## src/rtl/pulse_stretcher_multi.sv

```systemverilog
// Multi-lane synchronous pulse stretcher with optional retrigger and low gap.
// Define PULSE_STRETCHER_MULTI_EDGE_TRIG_EN to trigger on rising edges of i_x.
module pulse_stretcher_multi #(
  parameter int par_channels       = 4,
  parameter int par_T_stretch_bits = 7,
  parameter int par_T_stretch_val  = 64,
  parameter int par_T_gap_val      = 0,
  parameter int par_retrigger      = 0
) (
  input  logic                    i_clk,
  input  logic                    i_rst,
  input  logic [par_channels-1:0] i_x,
  output logic [par_channels-1:0] o_y,
  output logic [par_channels-1:0] o_busy,
  output logic [par_channels-1:0] o_drop
);

  localparam int W = par_T_stretch_bits;
  localparam logic [W-1:0] HOLD_LAST = W'(par_T_stretch_val - 1);
  localparam logic [W-1:0] GAP_LAST =
    W'((par_T_gap_val > 0) ? par_T_gap_val - 1 : 0);
  localparam logic [W-1:0] T_MAX = '1;
  localparam bit RETRIG  = (par_retrigger != 0);
  localparam bit HAS_GAP = (par_T_gap_val != 0);

  // Gray-coded: 2'b10 is unused and falls back to idle
  typedef enum logic [1:0] {
    S_IDLE = 2'b00,
    S_HOLD = 2'b01,
    S_GAP  = 2'b11
  } state_t;

  logic [par_channels-1:0] trig;

`ifdef PULSE_STRETCHER_MULTI_EDGE_TRIG_EN
  logic [par_channels-1:0] x_q;

  always_ff @(posedge i_clk) begin
    if (i_rst) x_q <= '0;
    else       x_q <= i_x;
  end

  assign trig = i_x & ~x_q;
`else
  assign trig = i_x;
`endif

  for (genvar n = 0; n < par_channels; n++) begin : g_lane
    state_t         state;
    logic [W-1:0]   timer;
    logic [W-1:0]   tmr_inc;

    assign tmr_inc = (timer == T_MAX) ? timer : timer + W'(1);

    always_ff @(posedge i_clk) begin
      if (i_rst) begin
        state <= S_IDLE;
        timer <= '0;
      end else begin
        case (state)
          S_IDLE: begin
            if (trig[n]) begin
              state <= S_HOLD;
              timer <= '0;
            end
          end
          S_HOLD: begin
            if (RETRIG && trig[n]) begin
              timer <= '0;
            end else if (timer == HOLD_LAST) begin
              state <= HAS_GAP ? S_GAP : S_IDLE;
              timer <= '0;
            end else begin
              timer <= tmr_inc;
            end
          end
          S_GAP: begin
            if (timer == GAP_LAST) begin
              state <= S_IDLE;
              timer <= '0;
            end else begin
              timer <= tmr_inc;
            end
          end
          default: begin
            state <= S_IDLE;
            timer <= '0;
          end
        endcase
      end
    end

    assign o_y[n]    = (state == S_HOLD);
    assign o_busy[n] = (state == S_HOLD) || (state == S_GAP);
    assign o_drop[n] = trig[n] &&
      ((state == S_GAP) || ((state == S_HOLD) && !RETRIG));
  end

endmodule

```

## config.mk

```make
export PLATFORM = sky130hd
export DESIGN_NAME = pulse_stretcher_multi
export DESIGN_NICKNAME = d
export VERILOG_FILES = /design/src/rtl/pulse_stretcher_multi.sv
export SDC_FILE = /design/constraint.sdc
export NUM_CORES = 1
export LEC_CHECK = 0
export BUFFER_PORTS_ARGS = -buffer_cell sky130_fd_sc_hd__buf_4
export CAP_MARGIN = 10
export CELL_PAD_IN_SITES_DETAIL_PLACEMENT = 2
export CELL_PAD_IN_SITES_GLOBAL_PLACEMENT = 2
export CORE_UTILIZATION = 31
export CTS_CLUSTER_SIZE = 20
export DETAILED_ROUTE_END_ITERATION = 10
export GPL_ROUTABILITY_DRIVEN = 0
export PLACE_DENSITY = 0.83
export SYNTH_ARGS = -nofsm -noshare
export SYNTH_HDL_FRONTEND = slang
export SYNTH_SLANG_ARGS = --single-unit
```

## constraint.sdc

```tcl
create_clock -name i_clk -period 1.55 [get_ports i_clk]
set_clock_uncertainty 0.05 [all_clocks]
set_input_delay 0.155 -clock i_clk [delete_from_list [all_inputs] [get_ports i_clk]]
set_output_delay 0.155 -clock i_clk [all_outputs]
set_load 0.005 [all_outputs]
```

* Word-level counts from Yosys, hierarchy flattened
Index checks and enable logic that the tools add are counted.
** Word-level totals
- Latch bits :: 0
- RAM bits :: 0
- Flip-flop bits (word level) :: 36
- Output and inout bits :: 12
- Bits in read-only memories :: 0
- Input bits :: 6
- Memories kept :: 0
- Logic and storage cells :: 96
** Cells by class
- Shift-type cells :: 0
- Bitwise logic cells :: 0
- Reductions and logical operators :: 20
- $add $sub $neg :: 4
- Div/mod/pow operators :: 0
- $lt $le $gt $ge :: 0
- Eq/ne operators :: 28
- Multiply operators :: 0
- Multiplexer cells :: 36
** Operator list (count)
- $mux W7 :: 16
- $pmux W7 S3 :: 4
- $add A7 B1 Y7 const B :: 4
- $eq A7 B6 Y1 const B :: 4
- $eq A7 B7 Y1 const B :: 4
- $logic_not A7 Y1 :: 4
- $mux W2 :: 12
- $pmux W2 S3 :: 4
- $ne A2 B2 Y1 const B :: 8
- $reduce_and A3 Y1 :: 4
- $eq A2 B1 Y1 const B :: 4
- $eq A2 B2 Y1 const B :: 4
- $logic_not A2 Y1 :: 4
- $ne A2 B1 Y1 const B :: 4
- $logic_and A1 B1 Y1 :: 4
- $logic_or A1 B1 Y1 :: 4

* Longest topological paths before layout
Gate-level depths: netlist of the first run.
- Depth in word-level cells :: 4
- Mapped depth :: 6
- Mapped depth without buffers :: 5

* Least setup slack after synthesis of the first run
OpenSTA, ideal clock, no wires.
- Kind :: reg-to-reg
- Start point :: reg g_lane[1].timer[0]
- End point :: reg g_lane[1].timer[5]
- Stages on the path, launching flop included :: 7
- Path buffers :: 1
- Clock period less this slack :: 1461 ps
- Slack :: 89 ps
- Required time :: 1376 ps
- Setup time :: 124 ps
- Arrival time :: 1286 ps
- Cell sequence :: dfxtp_1 ha_1 and4_1 buf_2 a41o_1 o21ai_0 o21ai_0
** Between the ends
- Word-level cells in the longest chain between the ends :: 4
- Elaborated cells on any way between the ends :: 8
- Those cells by class :: 1 x add/sub; 2 x eq/ne; 4 x mux; 1 x reduce/logical
** RTL lines
- start: declaration :: RTL line 50 : logic [W-1:0] timer;
- start signal: assignment :: RTL line 74 : timer <= tmr_inc;
- start signal: assignment :: RTL line 82 : timer <= tmr_inc;
- $add A7 B1 Y7 / $eq A7 B7 Y1 (equally long branches) :: RTL line 53 : assign tmr_inc = (timer == T_MAX) ? timer : timer + W'(1);
- $mux W7 :: RTL line 53
- $mux W7 (on tied branches) :: RTL line 78, 70
- $pmux W7 S3 * :: RTL line 60 : case (state)
Every way passes the cells marked *; elsewhere a longest branch is shown, timed or not.
A chain may end at the register's enable or synchronous reset.

* Worst setup path in the final report of the first run
- Start point :: reg g_lane[0].timer[1]
- End point :: reg g_lane[0].timer[1]
** Between the ends
- Word-level cells in the longest chain between the ends :: 4
- Elaborated cells on any way between the ends :: 8
- Those cells by class :: 1 x add/sub; 2 x eq/ne; 4 x mux; 1 x reduce/logical
** RTL lines (RTL line)
- start: declaration :: 50
- start signal: assignment :: 74
- start signal: assignment :: 82
- $add A7 B1 Y7 / $eq A7 B7 Y1 (equally long branches) :: 53
- $mux W7 :: 53
- $mux W7 (on tied branches) :: 78, 70
- $pmux W7 S3 * :: 60
Marks and branches as above.

==> impl_metrics.sql, run 1 <==
INSERT INTO impl_metrics (metric_group, metric, value, unit) VALUES
('floorplan', 'floorplan.rows', '26', ''),
('worst_setup_path', 'path_class', 'reg -> reg', ''),
('drt', 'post-route-drc-count', '0', ''),
('power_and_ir_drop', 'leakage', '0.000803', 'uW'),
('synth', 'register_bit_total_from_synthesis', '32', ''),
('global_route', 'grt_remaining_overflow', '0', ''),
('sta', 'setup_tns', '0', 'ns'),
('cts', 'clock_sink_count', '32', ''),
('sta', 'final_report_setup_violation_count', '0', ''),
('cts', 'clock_tree.root_cell', 'clkbuf_8', ''),
('power_and_ir_drop', 'vdd_ir_drop_max', '0.267', 'mV'),
('cts', 'cts.htree.levels', '2', ''),
('floorplan', 'die_footprint', '5760', 'sq um'),
('synth', 'asyncSetResetFlopFracSynth', '0', '%'),
('drt', 'drt-pass1-iter-count', '4', ''),
('worst_setup_path', 'cp_slowest_stage_delay', '0.36', 'ns'),
('placed_design', 'placedInstanceArea', '1980', 'sq um'),
('layout', 'finalCoreUtilization', '40.7', '%'),
('worst_setup_path', 'required_time_worst_endpoint', '1.70', 'ns'),
('synth', 'synth_cell_types', '48', ''),
('worst_setup_path', 'crit_reg_reg_endpoint', 'g_lane[0].timer[1]$_SDFFE_PP0P_', ''),
('worst_hold_path', 'worst_min_delay_path_startpoint', 'i_x[1]', ''),
('worst_setup_path', 'path_max_fanout', '4', ''),
('cts', 'cts.clk_slew.worst_paths', '0.07', 'ns'),
('sta', 'finalCriticalPeriod', '1.48', 'ns'),
('worst_hold_path', 'holdCritPathClass', 'in -> reg', ''),
('synth', 'post_synthesis_cell_area', '1690', 'sq um'),
('worst_setup_path', 'crit-reg2reg-launch', 'g_lane[0].timer[1]$_SDFFE_PP0P_', ''),
('sta', 'worst_max_slew_pin_slew', '0.458', 'ns'),
('drt', 'ant_nets', '0', ''),
('global_route', 'first_global_vias', '1743', ''),
('cts', 'tritoncts', 'built', ''),
('run_status', 'outcome', 'finished clean', ''),
('synth', 'synth-edff-count', '0', ''),
('placed_design', 'port_buffers', '17', ''),
('synth', 'postSynthAreaPerCell', '8.30', 'sq um'),
('global_route', 'grt_max_degree', '20', ''),
('layout', 'num_antenna_cells', '0', ''),
('floorplan', 'die_width', '75.9', 'microns'),
('synth', 'nets_in_the_synthesized_netlist', '214', ''),
('synth', 'postSynthCellCount', '204', ''),
('global_route', 'antenna_found_initial', '0', ''),
('synth', 'ys_seq_area_share', '37.8', '%'),
('drt', 'drt_iter0_markers', '32', ''),
('global_route', 'groute.usage.overall', '18.1', '%'),
('layout', 'synthToLayoutAreaGrowth', '24.3', '%'),
('layout', 'finalInstanceArea', '2110', 'sq um'),
('layout', 'layout-drive-gt1-share', '24.8', '%'),
('synth', 'post_synth_top_flop', 'dfxtp_1', ''),
('placed_design', 'dpl.hpwl', '3490', 'microns'),
('cts', 'clock_latency_at_the_later_pin_of_the_worst_skew_pair', '0.29', 'ns'),
('cts', 'bufs_on_longest_clock_path', '2', ''),
('layout', 'final_common_cell', 'buf_4', ''),
('floorplan', 'coreArea', '5170', 'sq um'),
('sta', 'fmax', '677', 'MHz'),
('worst_setup_path', 'regToRegSetupSlack', '0.07', 'ns'),
('sta', 'drv_slew', '0', ''),
('layout', 'final_cell_mix', 'buf_4, dfxtp_1, nor2_1, a21oi_1, nand2_1', ''),
('worst_setup_path', 'worstPathArrival', '1.63', 'ns'),
('worst_hold_path', 'min_path_cells', '2', ''),
('run', 'maxCapViolations', '0', ''),
('sta', 'relSlewSlack', '69.2', '%'),
('worst_setup_path', 'worstRegToRegCells', '5', ''),
('drt', 'wirelength', '4890', 'microns'),
('sta', 'fin_crit_sh', '95.4', '%'),
('drt', 'route.detailed.vias_per_inst', '5.46', ''),
('drt', 'vias', '1660', ''),
('worst_setup_path', 'timing.critical_path.buf_inv', '0', ''),
('layout', 'final_nets', '243', ''),
('floorplan', 'dieHeight', '75.9', 'microns'),
('floorplan', 'io-pin-count', '18', '');
-- state kept, by name (all words and copies together) (netlist names) --
signal        flops
g_lane.timer     28
g_lane.state      4
-- where the power goes --
part	switching [uW]	internal (uW)	leakage (uW)	total [uW]
clock	354	476	0.0000541	830
sequential	25.4	843	0.000261	869
combinational	101	94.5	0.000488	195
-- stage by stage --
step           setup WS, ns  std cells
5_1_grt             -0.0286        304
4_1_cts             0.00501        304
3_3_place_gp         0.0888        296
2_1_floorplan        0.0892        204
3_5_place_dp         0.0143        296
6_report             0.0719        304
-- what timing repair did --
action / 4_1_cts / 5_1_grt
endpoints found under the setup margin: 2 / 10
resized for setup: 3 / 6
pin swaps: 0 / 3
buffers inserted: 0 / 0
-- layer usage --
layer / vias up / global-route usage (%) / share of wire [%]
li1: 817 / - / -
met1: 823 / 23.3 / 48
met2: 15 / 29.7 / 49
met3: 5 / 4.46 / 2.4
met4: 0 / 5.58 / 1.1
met5: - / 0 / 0
-- worst register-to-register path: cells and delay by family (launching register included) --
family,cells,cell delay (ns)
AND/OR/NAND/NOR,2,0.43
adder cells (fa/ha/maj),1,0.16
AO/OA/AOI/OAI,1,0.23
flip-flops,1,0.36
multiplexers,1,0.15
-- synth_stat cells (all sizes together), types with 5 or more instances --
cell type,instances,area share (%)
nand4,5,1.8
nor3,5,1.5
a211oi,7,3.1
a31oi,7,2.6
inv,9,2.0
a21oi,15,4.4
buf,7,2.7
clkbuf,6,1.3
o21ai,11,3.2
nand3,11,3.8
dfxtp,32,38
nor2,19,4.7
nand2,13,2.9
-- area by class of cell --
| type | count | area, sq um |
|---|---|---|
| Clock buffer | 5 | 68.8 |
| Clock inverter | 3 | 42.5 |
| Fill cell | 584 | 3070 |
| Inverter | 9 | 33.8 |
| Multi-Input combinational cell | 150 | 966 |
| Sequential cell | 32 | 644 |
| Tap cell | 70 | 87.6 |
| Timing Repair Buffer | 35 | 263 |
-- cells by family after synthesis --
group / Yosys count / synth area share [%]
simple gates: 81 / 26.9
compound gates: 59 / 23.0
flops: 32 / 37.8
buf+inv: 22 / 5.98
fa+ha+maj: 4 / 2.95
xor+xnor: 3 / 1.55
mux: 3 / 1.85
-- worst max-delay path by stage --
stage	startpoint	end	slack, ns	depth (start not counted)
floorplan	g_lane[1].timer[0]$_SDFFE_PP0P_	g_lane[1].timer[5]$_SDFFE_PP0P_	0.09	6
global placement	g_lane[1].timer[0]$_SDFFE_PP0P_	g_lane[1].timer[5]$_SDFFE_PP0P_	0.09	5
detailed placement	g_lane[1].timer[0]$_SDFFE_PP0P_	g_lane[1].timer[5]$_SDFFE_PP0P_	0.01	5
CTS	g_lane[0].timer[0]$_SDFFE_PP0P_	g_lane[0].timer[4]$_SDFFE_PP0P_	0.005	5
global route	g_lane[0].timer[1]$_SDFFE_PP0P_	g_lane[0].timer[1]$_SDFFE_PP0P_	-0.03	5
finish	g_lane[0].timer[1]$_SDFFE_PP0P_	g_lane[0].timer[1]$_SDFFE_PP0P_	0.07	5
Power figures use the tool's default switching activity.
==> run 2: changes to the inputs <==
- ABC_AREA: default -> 1
- CORE_UTILIZATION: 31 -> 29
==> run 2 against run 1 <==
Cell count up 16%. Register-to-register slack improved by 0.07 ns. Critical path depth is 2 higher. Sequential power grew 1%. Count of clock-buffer cells in the layout grew 1. Combinational power increased by 16%. First-iteration DRC count rose by 6.3%. Sequential share of layout area is 0.21 points higher. Worst hold slack better by 0.065 ns. Flip-flop and latch count stayed put. Synthesized cell count is 28% higher. Critical path type unchanged. Critical endpoint is now g_lane[1].timer[5]$_SDFFE_PP0P_. Largest cell class unchanged. Largest power group unchanged.
==> impl_metrics.sql, run 2 <==
INSERT INTO impl_metrics (metric_group, metric, value, unit) VALUES
('cts', 'clock_latency_at_the_later_pin_of_the_worst_skew_pair', '0.29', 'ns'),
('global_route', 'grt_max_degree', '23', ''),
('sta', 'fin_hold_ws', '0.0998', 'ns'),
('floorplan', 'die_footprint', '6550', 'sq um'),
('synth', 'ys_seq_area_share', '35.5', '%'),
('floorplan', 'coreArea', '5960', 'sq um'),
('worst_setup_path', 'path_class', 'reg -> reg', ''),
('sta', 'finalCriticalPeriod', '1.41', 'ns'),
('global_route', 'grt_remaining_overflow', '0', ''),
('global_route', 'first_global_vias', '1842', ''),
('synth', 'postSynthAreaPerCell', '6.92', 'sq um'),
('drt', 'drt_iter0_markers', '34', ''),
('power_and_ir_drop', 'vdd_ir_drop_max', '0.340', 'mV'),
('cts', 'clock_sink_count', '32', ''),
('synth', 'synth-compound-area-share', '10.5', '%'),
('cts', 'tritoncts', 'built', ''),
('worst_hold_path', 'holdCritPathClass', 'in -> reg', ''),
('power_and_ir_drop', 'clockPowerShare', '38.1', '%'),
('synth', 'synth_cell_types', '30', ''),
('synth', 'synth_top_family_by_area', 'simple AND/OR/NAND/NOR gates', ''),
('synth', 'asyncSetResetFlopFracSynth', '0', '%'),
('global_route', 'antenna_found_initial', '0', ''),
('layout', 'multi_input_comb_area', '981', 'sq um'),
('floorplan', 'io-pin-count', '18', ''),
('worst_setup_path', 'worstPathCellList', 'ha_1 > nand2_2 > nor2_8 > nand3_4 > nand2_4 > nand2_1 > a21oi_1', ''),
('sta', 'drv_slew', '0', ''),
('synth', 'synthTopCellsByCount', 'nand2_1, dfxtp_1, a21oi_1, nand3_1, inv_1', ''),
('synth', 'postSynthCellCount', '261', ''),
('drt', 'wirelength', '4870', 'microns'),
('floorplan', 'dieHeight', '80.9', 'microns'),
('sta', 'final_hold_viol_count', '0', ''),
('floorplan', 'start_util', '30.3', '%'),
('worst_setup_path', 'path_max_fanout', '5', ''),
('cts', 'clock_tree.root_cell', 'clkbuf_8', ''),
('sta', 'setup_tns', '0', 'ns'),
('power_and_ir_drop', 'seq_pwr_share', '49.2', '%'),
('floorplan', 'die_width', '80.9', 'microns'),
('sta', 'worst_max_slew_pin_slew', '0.400', 'ns'),
('cts', 'bufs_on_longest_clock_path', '2', ''),
('drt', 'vias', '1707', ''),
('cts', 'cts-hold-fix-buffers', '0', ''),
('drt', 'detail_route.wl_per_cell', '13.8', 'microns'),
('layout', 'largest_register_ff_count', '28', ''),
('worst_setup_path', 'cp_slowest_cell', 'dfxtp_1', ''),
('worst_hold_path', 'worst_min_delay_path_startpoint', 'i_x[3]', ''),
('synth', 'synthSimpleGateAreaFrac', '41.0', '%'),
('power_and_ir_drop', 'power_frac_comb', '12.7', '%'),
('synth', 'post_synthesis_cell_area', '1810', 'sq um'),
('synth', 'synth-xor-area-share', '0', '%'),
('worst_setup_path', 'timing.critical_path.max_delay_family', 'simple AND/OR/NAND/NOR gates', ''),
('power_and_ir_drop', 'totalPowerFinal', '1790', 'uW'),
('layout', 'largest_registers', 'g_lane.timer: 28 flops, g_lane.state: 4 flops', ''),
('cts', 'cts.clk_slew.worst_paths', '0.07', 'ns'),
('power_and_ir_drop', 'power.switching', '495', 'uW'),
('synth', 'synth-edff-count', '0', ''),
('layout', 'synthToLayoutAreaGrowth', '15.4', '%'),
('synth', 'synth_warnings', '0', ''),
('synth', 'synth.mux.area_fraction', '0', '%'),
('worst_setup_path', 'kind_of_end_point_of_the_critical_path', 'register', ''),
('cts', 'cts-buffers-inserted', '5', ''),
('sta', 'fin_crit_sh', '90.8', '%'),
('power_and_ir_drop', 'leakage', '0.000875', 'uW'),
('floorplan', 'floorplan.rows', '28', ''),
('global_route', 'grt_pass1_wl', '8530', 'microns'),
('global_route', 'groute.usage.overall', '17.2', '%'),
('drt', 'route.detailed.vias_per_inst', '4.82', ''),
('worst_setup_path', 'worstSetupStartpoint', 'g_lane[1].timer[0]$_SDFFE_PP0P_', ''),
('worst_setup_path', 'setup.worst_path.start_class', 'register', ''),
('synth', 'register_bit_total_from_synthesis', '32', ''),
('synth', 'netlist_top_cells_area', 'dfxtp_1, nand2_1, a21oi_1, nand3_1, inv_1', ''),
('sta', 'rsz_0062_raised_after_global_routing', 'no', ''),
('worst_setup_path', 'required_time_worst_endpoint', '1.72', 'ns'),
('synth', 'post_synth_fa_ha_maj_area_fraction', '2.77', '%'),
('layout', 'final_nets', '288', ''),
('worst_setup_path', 'worstPathArrival', '1.57', 'ns'),
('synth', 'post_synth_top_flop', 'dfxtp_1', ''),
('placed_design', 'dpl.hpwl', '3770', 'microns'),
('layout', 'max_flop_register', 'g_lane.timer', ''),
('layout', 'regArea', '642', 'sq um'),
('placed_design', 'port_buffers', '17', ''),
('layout', 'number_of_filler_cells_placed_in_the_layout', '758', ''),
('worst_setup_path', 'cp_slowest_stage_delay', '0.40', 'ns'),
('layout', 'final_common_cell', 'nand2_1', ''),
('worst_setup_path', 'timing.critical_path.buf_inv', '0', ''),
('layout', 'num_antenna_cells', '0', ''),
('drt', 'post-route-drc-count', '0', ''),
('synth', 'yosysTopAreaCellShare', '35.5', '%'),
('run_status', 'outcome', 'finished clean', ''),
('worst_setup_path', 'crit-reg2reg-launch', 'g_lane[1].timer[0]$_SDFFE_PP0P_', ''),
('cts', 'cts.htree.levels', '2', ''),
('synth', 'nets_in_the_synthesized_netlist', '271', ''),
('sta', 'final_report_setup_violation_count', '0', ''),
('synth', 'post-synth-top-area-cell', 'dfxtp_1', ''),
('synth', 'post-synth-top-count-cell', 'nand2_1', ''),
('power_and_ir_drop', 'ratio_of_total_power_to_cell_area', '861', 'nW/um^2'),
('power_and_ir_drop', 'intPower', '1300', 'uW'),
('drt', 'ant_nets', '0', ''),
('sta', 'fmax', '711', 'MHz'),
('sta', 'relSlewSlack', '73.3', '%'),
('drt', 'drt-pass1-iter-count', '4', ''),
('layout', 'layout-drive-gt1-share', '21.9', '%'),
('power_and_ir_drop', 'switching_share', '27.6', '%'),
('run', 'maxCapViolations', '0', ''),
('layout', 'final_cell_mix', 'nand2_1, dfxtp_1, a21oi_1, nand3_1, inv_1', '');
[run 2: cell types whose count changed in the layout (fill, tap and decap cells not counted), moves of 7 or more]
cell,before,now
a211oi_1,7,0
a21oi_1,14,28
a31oi_1,7,0
buf_4,35,21
inv_1,9,25
nand2_1,13,59
nand2_2,0,10
nand3_1,9,26
[run 2: power by group through the flow]
stage / logic [uW] / registers, uW / clock network, uW
final: 227 / 882 / 684
after global routing: 259 / 887 / 752
after CTS: 232 / 882 / 717
after detailed placement: 231 / 901 / 0
after global placement: 221 / 900 / 0
after floorplan: 155 / 887 / 0
[run 2: layout make-up]
class | instances | share of cell area [%]
inverters | 31 | 5.59
multi-input cells | 187 | 47.1
well taps | 75 | 4.50
clock inverters | 2 | 0.480
repair buffers | 21 | 7.57
flip-flops and latches | 32 | 30.8
clock buffers | 6 | 3.96
[run 2: stage by stage]
stage	std cells	setup slack (ns)	cell area [sq um]	utilization (%)
floorplan	261	0.292	1810	-
global placement	346	0.114	1990	33.4
detailed placement	346	0.0656	1990	33.4
CTS	354	0.0545	2080	35.0
global route	354	0.00430	2080	35.0
finish	354	0.143	2080	35.0
[run 2: kinds of logic after synthesis]
| group | Yosys count |
|---|---|
| fa+ha+maj | 4 |
| buf+inv | 42 |
| compound gates | 37 |
| simple gates | 146 |
| flops | 32 |
[run 2: worst min-delay path, cell delays in order]
cell     delay (ns)
buf_4          0.09
nand2_1        0.07
nand2_1        0.06
nor2_1         0.03
[run 2: final timing paths]
| kind | endpoint | slack, ns | cells after the start |
|---|---|---|---|
| max | g_lane[1].timer[5]$_SDFFE_PP0P_ | 0.14 | 7 |
| min | g_lane[3].timer[6]$_SDFFE_PP0P_ | 0.1 | 4 |
| max reg2reg | g_lane[1].timer[5]$_SDFFE_PP0P_ | 0.14 | 7 |
| min reg2reg | g_lane[3].timer[6]$_SDFFE_PP0P_ | 0.41 | 2 |
[run 2: per-layer routing]
| metal | track usage (%) | wire, microns |
|---|---|---|
| met1 | 20.0 | 2230 |
| met5 | 0 | 0 |
| met4 | 5.89 | 66 |
| met3 | 4.04 | 126 |
| met2 | 30.5 | 2450 |
[run 2: timing repair]
item | CTS | global route
buffers inserted | 0 | 0
endpoints found under the setup margin | 0 | 3
endpoints found under the hold margin | 0 | 0
resized for setup | 0 | 1
==> run 3: changes to the inputs <==
--- a/constraint.sdc
+++ b/constraint.sdc
@@ -3,3 +3,3 @@
 set_input_delay 0.155 -clock i_clk [delete_from_list [all_inputs] [get_ports i_clk]]
 set_output_delay 0.155 -clock i_clk [all_outputs]
-set_load 0.005 [all_outputs]
+set_load 0.1 [all_outputs]
==> run 3 against run 2 <==
Clock power increased by 8.0%. Critical path type is now reg -> out. Fmax decreased by 2.6%. Sequential share of layout area increased by 0.15 points. Worst hold slack improved by 0.0019 ns. Highest routed layer unchanged. Design area increased by 1.3%. Flip-flop and latch count unchanged. Cell count decreased by 0.56%.
==> impl_metrics.sql, run 3 (same netlist as run 2, synthesis figures left out) <==
INSERT INTO impl_metrics (metric_group, metric, value, unit) VALUES
('global_route', 'grt_remaining_overflow', '0', ''),
('sta', 'setup_tns', '0', 'ns'),
('worst_setup_path', 'cp_slowest_cell', 'dfxtp_2', ''),
('sta', 'worst_max_slew_pin_slew', '0.448', 'ns'),
('sta', 'finalCriticalPeriod', '1.44', 'ns'),
('layout', 'synthToLayoutAreaGrowth', '16.8', '%'),
('drt', 'drt_iter0_markers', '51', ''),
('layout', 'regArea', '653', 'sq um'),
('floorplan', 'coreArea', '5960', 'sq um'),
('cts', 'tritoncts', 'built', ''),
('global_route', 'grt_max_degree', '23', ''),
('placed_design', 'port_buffers', '17', ''),
('worst_hold_path', 'holdCritPathClass', 'in -> reg', ''),
('drt', 'wirelength', '5020', 'microns'),
('drt', 'vias', '1728', ''),
('floorplan', 'io-pin-count', '18', ''),
('layout', 'layout-drive-gt1-share', '24.5', '%'),
('floorplan', 'floorplan.rows', '28', ''),
('layout', 'final_nets', '286', ''),
('cts', 'cts-hold-fix-buffers', '0', ''),
('layout', 'final_standard_cell_count_with_taps_included_and_fillers_excluded', '352', ''),
('worst_setup_path', 'path_class', 'reg -> out', ''),
('power_and_ir_drop', 'ratio_of_total_power_to_cell_area', '957', 'nW/um^2'),
('global_route', 'antenna_found_initial', '0', ''),
('placed_design', 'dp.cells', '343', ''),
('floorplan', 'die_width', '80.9', 'microns'),
('worst_setup_path', 'required_time_worst_endpoint', '1.34', 'ns'),
('drt', 'post-route-drc-count', '0', ''),
('worst_setup_path', 'cp_slowest_stage_delay', '0.47', 'ns'),
('sta', 'final_report_setup_violation_count', '0', ''),
('sta', 'fin_hold_ws', '0.102', 'ns'),
('placed_design', 'dpl.hpwl', '3550', 'microns'),
('drt', 'detail_route.wl_per_cell', '14.2', 'microns'),
('cts', 'bufs_on_longest_clock_path', '2', ''),
('layout', 'multi_input_comb_area', '988', 'sq um'),
('cts', 'clock_tree.root_cell', 'clkbuf_8', ''),
('worst_setup_path', 'path_max_fanout', '11', ''),
('layout', 'num_antenna_cells', '0', ''),
('layout', 'final_cell_mix', 'nand2_1, a21oi_1, nand3_1, dfxtp_1', ''),
('run', 'maxCapViolations', '0', ''),
('layout', 'finalCoreUtilization', '35.4', '%'),
('floorplan', 'start_util', '30.3', '%'),
('sta', 'drv_slew', '0', ''),
('sta', 'final_hold_viol_count', '0', ''),
('global_route', 'first_global_vias', '1875', ''),
('sta', 'rsz_0062_raised_after_global_routing', 'no', ''),
('layout', 'largest_register_ff_count', '28', ''),
('worst_setup_path', 'kind_of_end_point_of_the_critical_path', 'output port', ''),
('worst_setup_path', 'worstPathArrival', '1.24', 'ns'),
('cts', 'clock_sink_count', '32', ''),
('power_and_ir_drop', 'vdd_ir_drop_max', '0.473', 'mV'),
('floorplan', 'dieHeight', '80.9', 'microns'),
('layout', 'largest_registers', 'g_lane.timer: 28 flops, g_lane.state: 4 flops', ''),
('worst_setup_path', 'setup.worst_path.start_class', 'register', ''),
('cts', 'cts.clk_slew.worst_paths', '0.07', 'ns'),
('layout', 'number_of_filler_cells_placed_in_the_layout', '730', ''),
('layout', 'max_flop_register', 'g_lane.timer', ''),
('sta', 'relSlewSlack', '70.1', '%'),
('power_and_ir_drop', 'leakage', '0.000830', 'uW'),
('drt', 'ant_nets', '0', ''),
('sta', 'fmax', '692', 'MHz'),
('floorplan', 'die_footprint', '6550', 'sq um'),
('cts', 'cts.htree.levels', '2', ''),
('worst_setup_path', 'timing.critical_path.max_delay_family', 'flip-flops', ''),
('worst_setup_path', 'worstPathCellList', 'nand2_1 > clkinvlp_4 > buf_4', ''),
('global_route', 'groute.usage.overall', '17.4', '%'),
('cts', 'cts-buffers-inserted', '5', ''),
('layout', 'final_common_cell', 'nand2_1', ''),
('run_status', 'outcome', 'finished clean', ''),
('drt', 'route.detailed.vias_per_inst', '4.91', ''),
('sta', 'fin_crit_sh', '93.2', '%'),
('sta', 'fin_ws', '0.105', 'ns'),
('global_route', 'grt_pass1_wl', '8710', 'microns'),
('drt', 'drt-pass1-iter-count', '4', ''),
('placed_design', 'detailedPlace.worstSlack', '0.0752', 'ns'),
('cts', 'clock_latency_at_the_later_pin_of_the_worst_skew_pair', '0.29', 'ns'),
('worst_setup_path', 'timing.critical_path.buf_inv', '2', '');
==> run 3: worst paths after layout <==
path,from,endpoint,slack (ns),cells past startpoint
setup reg to reg,g_lane[2].timer[0]$_SDFFE_PP0P_,g_lane[2].timer[3]$_SDFFE_PP0P_,0.14,10
hold / removal,i_x[3],g_lane[3].timer[6]$_SDFFE_PP0P_,0.10,4
hold reg to reg,g_lane[0].timer[0]$_SDFFE_PP0P_,g_lane[0].timer[0]$_SDFFE_PP0P_,0.41,1
setup / recovery,g_lane[1].state[0]$_SDFFE_PP0P_,o_drop[1],0.11,3
==> run 3: area by class of cell <==
type | instances | area share [%]
Sequential cell | 32 | 31.0
Clock buffer | 8 | 4.74
Inverter | 31 | 6.23
Tap cell | 75 | 4.45
Multi-Input combinational cell | 187 | 46.9
Timing Repair Buffer | 19 | 6.76
==> run 3: power breakdown <==
| part | switching [uW] | total, uW | internal (uW) |
|---|---|---|---|
| clock network | 333 | 739 | 406 |
| registers | 49.1 | 899 | 850 |
| logic | 288 | 381 | 92.2 |
| total | 671 | 2020 | 1350 |
==> run 3: timing repair <==
item	CTS	global route
endpoints found under the setup margin	0	5
setup buffers	0	1
gates resized for setup	0	5
==> run 3: tightest hold or removal path, cell delays in order <==
cell     delay [ns]
buf_4          0.09
nand2_1        0.06
nand2_1        0.07
nor2_1         0.04
==> run 3: through the flow <==
| step | total power [uW] | area (sq um) |
|---|---|---|
| floorplan | 1220 | 1830 |
| global placement | 1290 | 1990 |
| detailed placement | 1300 | 1990 |
| CTS | 2040 | 2090 |
| global route | 2120 | 2110 |
| finish | 2020 | 2110 |
==> run 3: per-layer routing <==
layer  vias to the layer above  GRT usage (%)  share of wire [%]
li1                        865              -                  -
met1                       839           20.2                 46
met2                        19           31.6                 50
met3                         5           3.71                2.3
met4                         0           5.36                1.1
met5                         -              0                  0
